## config.mk

```make
export PLATFORM = sky130hd
export DESIGN_NAME = chunked_adder
export DESIGN_NICKNAME = d
export VERILOG_FILES = /design/src/rtl/chunked_adder_pkg.sv /design/src/rtl/chunked_adder_chunk_add.sv /design/src/rtl/chunked_adder.sv
export SDC_FILE = /design/constraint.sdc
export NUM_CORES = 1
export LEC_CHECK = 0
export ABC_CLOCK_PERIOD_IN_PS = 7600
export BUFFER_PORTS_ARGS = -buffer_cell sky130_fd_sc_hd__buf_2
export CAP_MARGIN = 10
export CORE_ASPECT_RATIO = 0.8
export CORE_UTILIZATION = 49
export DETAILED_ROUTE_END_ITERATION = 7
export HOLD_SLACK_MARGIN = 0.05
export PLACE_DENSITY = 0.8
export SLEW_MARGIN = 5
export SYNTH_ARGS = -nofsm -noshare
export SYNTH_HDL_FRONTEND = slang
export SYNTH_SLANG_ARGS = --single-unit
```

## constraint.sdc

```tcl
create_clock -name clk -period 7.6 [get_ports clk]
set_input_delay 0 -clock clk [delete_from_list [all_inputs] [get_ports clk]]
set_output_delay 0 -clock clk [all_outputs]
set_load 0.02 [all_outputs]
```

## src/rtl/chunked_adder_pkg.sv

```systemverilog
// chunked_adder_pkg: shared FSM state type and sizing helpers for chunked_adder
package chunked_adder_pkg;
  typedef enum logic [1:0] {IDLE, RUN, DONE} state_t;
  function automatic int nchunk(int w, int c);
    return w / c;
  endfunction
  function automatic int cnt_w(int n);
    return (n > 1) ? $clog2(n) : 1;
  endfunction
endpackage

```

## src/rtl/chunked_adder_chunk_add.sv

```systemverilog
// chunk_add: combinational CHUNK-bit ripple adder; c_msb is the carry into the top bit (for overflow)
// Ports: a, b (CHUNK) operands; ci carry in; s (CHUNK) sum; co carry out; c_msb carry into bit CHUNK-1
module chunk_add #(
  parameter int CHUNK = 4
) (
  input  logic [CHUNK-1:0] a,
  input  logic [CHUNK-1:0] b,
  input  logic             ci,
  output logic [CHUNK-1:0] s,
  output logic             co,
  output logic             c_msb
);
  logic [CHUNK:0] w_c;
  always_comb begin
    w_c[0] = ci;
    for (int i = 0; i < CHUNK; i++) w_c[i+1] = (a[i] & b[i]) | (w_c[i] & (a[i] ^ b[i]));
  end
  assign s     = a ^ b ^ w_c[CHUNK-1:0];
  assign co    = w_c[CHUNK];
  assign c_msb = w_c[CHUNK-1];
endmodule

```

## src/rtl/chunked_adder.sv

```systemverilog
// chunked_adder: multi-cycle adder, CHUNK bits per cycle LSB first, valid/ready on both sides
// Ports: clk, rst_n (async active-low); in_valid/in_ready, x, y, cin, sub (only with
// CHUNKED_ADDER_SUB_EN) on the input side; out_valid/out_ready, sum, cout, ovf on the output side.
// Optional macro CHUNKED_ADDER_SUB_EN adds the sub port: sum = x - y - cin, cout=1 means no borrow.
module chunked_adder
  import chunked_adder_pkg::*;
#(
  parameter int WIDTH = 16,
  parameter int CHUNK = 4
) (
  input  logic             clk,
  input  logic             rst_n,
  input  logic             in_valid,
  output logic             in_ready,
  input  logic [WIDTH-1:0] x,
  input  logic [WIDTH-1:0] y,
  input  logic             cin,
`ifdef CHUNKED_ADDER_SUB_EN
  input  logic             sub,
`endif
  output logic             out_valid,
  input  logic             out_ready,
  output logic [WIDTH-1:0] sum,
  output logic             cout,
  output logic             ovf
);
  localparam int NC = nchunk(WIDTH, CHUNK);
  localparam int CW = cnt_w(NC);
  localparam logic [CW-1:0] LAST = CW'(NC - 1);
  if (WIDTH % CHUNK != 0) begin : g_chk
    $error("chunked_adder: WIDTH must be a multiple of CHUNK");
  end
  state_t           r_state;
  logic [CW-1:0]    r_cnt;
  logic [WIDTH-1:0] r_x, r_y, r_sum;
  logic             r_c, r_cout, r_ovf;
  logic [CHUNK-1:0] w_s;
  logic             w_co, w_c_msb, w_sub;
`ifdef CHUNKED_ADDER_SUB_EN
  assign w_sub = sub;
`else
  assign w_sub = 1'b0;
`endif
  chunk_add #(.CHUNK(CHUNK)) u_add (
    .a(r_x[r_cnt*CHUNK +: CHUNK]),
    .b(r_y[r_cnt*CHUNK +: CHUNK]),
    .ci(r_c),
    .s(w_s),
    .co(w_co),
    .c_msb(w_c_msb)
  );
  // Subtraction is folded in at capture: y is stored inverted and the carry seed is ~cin.
  always_ff @(posedge clk or negedge rst_n) begin
    if (!rst_n) begin
      r_state <= IDLE;
      r_cnt   <= '0;
      r_x     <= '0;
      r_y     <= '0;
      r_c     <= 1'b0;
      r_sum   <= '0;
      r_cout  <= 1'b0;
      r_ovf   <= 1'b0;
    end else if (r_state == IDLE) begin
      if (in_valid) begin
        r_x     <= x;
        r_y     <= w_sub ? ~y : y;
        r_c     <= cin ^ w_sub;
        r_cnt   <= '0;
        r_state <= RUN;
      end
    end else if (r_state == RUN) begin
      r_sum[r_cnt*CHUNK +: CHUNK] <= w_s;
      r_c <= w_co;
      if (r_cnt == LAST) begin
        r_cnt   <= '0;
        r_cout  <= w_co;
        r_ovf   <= w_c_msb ^ w_co;
        r_state <= DONE;
      end else begin
        r_cnt <= r_cnt + 1'b1;
      end
    end else if (r_state == DONE) begin
      if (out_ready) r_state <= IDLE;
    end else begin
      r_state <= IDLE;
    end
  end
  assign in_ready  = (r_state == IDLE);
  assign out_valid = (r_state == DONE);
  assign sum       = r_sum;
  assign cout      = r_cout;
  assign ovf       = r_ovf;
endmodule

```

==> impl_metrics.py <==
metrics = {
    "run_status": {
        "status": "finished, final reports clean",
    },
    "global_route": {
        "grt_pass1_wl_um": 9170,
        "gr-total-overflow": 0,
        "gr-usage-all-layers_pct": 20.7,
        "grt_max_degree": 56,
        "antenna_found_initial": 0,
        "grt_pass1_vias": 1890,
    },
    "timing": {
        "max_slew_margin_pct": 55.0,
        "worst_pin_slew_ns": 0.675,
        "skew_ns": 0.00877,
        "finalHoldViolCount": 0,
        "fmax_mhz": 320,
        "finalSetupViolations": 0,
        "fin_ws_ns": 4.47,
        "rsz0062_at_grt": "no",
        "min_period_ns": 3.13,
        "setup_tns_ns": 0,
        "drv_slew": 0,
        "period_share_pct": 41.1,
    },
    "finish": {
        "diodes": 0,
        "final_util_pct": 64.2,
        "num-nets-final": 335,
        "layout-drive-gt1-share_pct": 35.6,
        "area_growth_pct": 26.8,
    },
    "clock_network": {
        "numCtsBuffers": 5,
        "clkTransAtPathRegs_ns": 0.10,
        "cts_tree": "yes",
        "clock_latency_ns": 0.31,
        "cts.sinks": 55,
        "cts_setup_buffers": 0,
        "cts_buffer_depth": 2,
        "root_buffer": "clkbuf_8",
        "cts_max_level": 2,
    },
    "worst_setup_path": {
        "cp_max_fo": 22,
        "crit_type": "reg2reg",
        "critPathRequiredTime_ns": 7.83,
        "reg2reg_depth": 12,
        "critPathLaunchType": "flop",
        "rr_startpoint": "r_cnt[0]",
        "arrival_ns": 3.36,
        "r2r-end": "sum[7]",
        "worst-r2r-setup-slack_ns": 4.47,
        "worst_setup_path_end_kind": "flop",
    },
    "pwr": {
        "leakage_nw": 1.69,
        "seqPwrFrac_pct": 35.1,
        "internal_power_mw": 0.894,
        "p_clk_share_pct": 10.4,
        "power_density_nw_per_um2": 425,
        "swShare_pct": 39.7,
        "peakVddDrop_mv": 0.228,
        "p_total_mw": 1.48,
        "power_frac_comb_pct": 54.4,
        "p_sw_mw": 0.589,
    },
    "synthesis": {
        "synth_common_cells": "dfrtp_1 (55), mux2_4 (30), nand2_1 (24), inv_1 (11), o21ai_0 (10)",
        "yosysUniqueCellTypes": 33,
        "ys_seq_area_share_pct": 50.0,
        "postSynthCellCount": 197,
        "synth_top_area_cell": "dfrtp_1",
        "synthFlopType": "dfrtp_1",
        "yosysWarnings": 0,
        "yosys.area.top_type_share_pct": 50.0,
        "synth_most_common_cell": "dfrtp_1",
        "synthArstFlopShare_pct": 100,
        "synth-seq-cells": 55,
        "synth_edf_count": 0,
        "synth_nets": 244,
        "syn_area_per_cell_um2": 14.0,
        "yosys-top-cells-area": "dfrtp_1 (50%), mux2_4 (16%), mux4_1 (5.7%)",
        "syn_area_um2": 2750,
    },
    "hold_path": {
        "min_to": "r_c",
        "hold_path.class": "in2reg",
        "hp-start": "cin",
        "whs_path_depth": 4,
    },
    "route": {
        "wirelength_um": 5550,
        "detail-route-antenna-nets": 0,
        "drtIter0Drc": 126,
        "wl_per_cell_um": 15.1,
        "viasPerCell": 4.90,
        "drc_errors": 0,
        "vias": 1799,
        "detail_route.first_pass.iterations": 4,
    },
    "floorplanning": {
        "die_h_um": 69.0,
        "dieArea_um2": 5920,
        "fp.dieW_um": 85.8,
        "fp-row-count": 24,
        "core_um2": 5440,
        "initial_utilization_pct": 50.6,
        "num_io_pins": 57,
    },
    "place": {
        "dpl_worst_slack_ns": 4.45,
        "io_buffers": 56,
        "gp_congestion": 0.779,
        "dp_hpwl_um": 3500,
    },
    "flow_run": {
        "cap_violations": 0,
    },
}
-- power groups by stage --
stage	combinational, mW	sequential (mW)	clock (mW)
finish	0.806	0.521	0.155
global route	0.884	0.538	0.172
CTS	0.811	0.520	0.159
detailed placement	0.798	0.525	0
global placement	0.764	0.522	0
floorplan	0.609	0.518	0
-- metrics by stage --
stage / cell area [µm²] / hold slack [ns] / cells
global placement: 3060 / 0.161 / 324
floorplan: 2750 / -0.296 / 197
CTS: 3490 / 0.122 / 367
finish: 3490 / 0.125 / 367
global route: 3490 / 0.131 / 367
detailed placement: 3060 / 0.165 / 324
-- timing repair --
item                                   in CTS  in global routing
endpoints found under the hold margin      89                  0
hold buffers                               35                  0
gates resized for setup                     0                  0
-- state kept, by name, summed over array words and instances, names as in the netlist --
name,flops
r_x,16
r_y,16
sum,16
cout,1
r_cnt,2
r_c,1
r_state,2
ovf,1
-- worst max-delay path, stage by stage (launching register included) --
cell and delay (ns):
dfrtp_1 0.33, buf_4 0.27, mux4_1 0.59, inv_1 0.09
fa_1 0.17, inv_1 0.05, fa_1 0.36, inv_1 0.08
fa_1 0.20, inv_1 0.06, fa_1 0.59, nand3_1 0.11
o21ai_0 0.15
-- metal layers --
layer / up-vias / track usage, % / part of all wire (%)
met5: - / 0 / 0
met2: 43 / 34.0 / 49
met4: 0 / 7.04 / 0.99
met1: 877 / 27.4 / 46
li1: 874 / - / -
met3: 5 / 4.31 / 3.6
-- cells by family after synthesis --
| kind of cell | synth area share (%) |
|---|---|
| AOI/OAI and AO/OA | 5.68 |
| xor gates and xnor gates | 0.318 |
| adders and majority gates | 5.64 |
| buffers and inverters | 4.82 |
| DFF | 50.0 |
| muxes | 25.0 |
| and+or+nand+nor | 8.55 |
-- how the worst max path moves through the flow --
stage,start,endpoint,slack [ns]
5_1_grt,r_cnt[0],sum[11],4.23
4_1_cts,r_cnt[0],sum[11],4.45
2_1_floorplan,r_cnt[0],sum[3],4.79
6_report,r_cnt[0],sum[7],4.47
3_3_place_gp,r_cnt[0],sum[7],4.60
3_5_place_dp,r_cnt[0],sum[11],4.45
-- area by class of cell --
type / count / area (µm²)
clock buffer: 7 / 76.3
fill: 400 / 1950
sequential: 55 / 1380
clock inverter: 1 / 5.00
multi-input combinational: 121 / 1240
tap: 78 / 97.6
inverter: 12 / 45.0
timing repair buffer: 93 / 646
-- layout by cell type (no fill, tap or decap), types with 5 or more instances in the layout --
master / n
buf_2: 56
mux2_4: 30
inv_1: 11
o21ai_0: 10
dfrtp_1: 55
mux4_1: 6
ha_1: 6
dlygate4sd3_1: 35
clkbuf_8: 5
nand2_1: 24
o31ai_1: 6
Power figures use the tool's default switching activity.
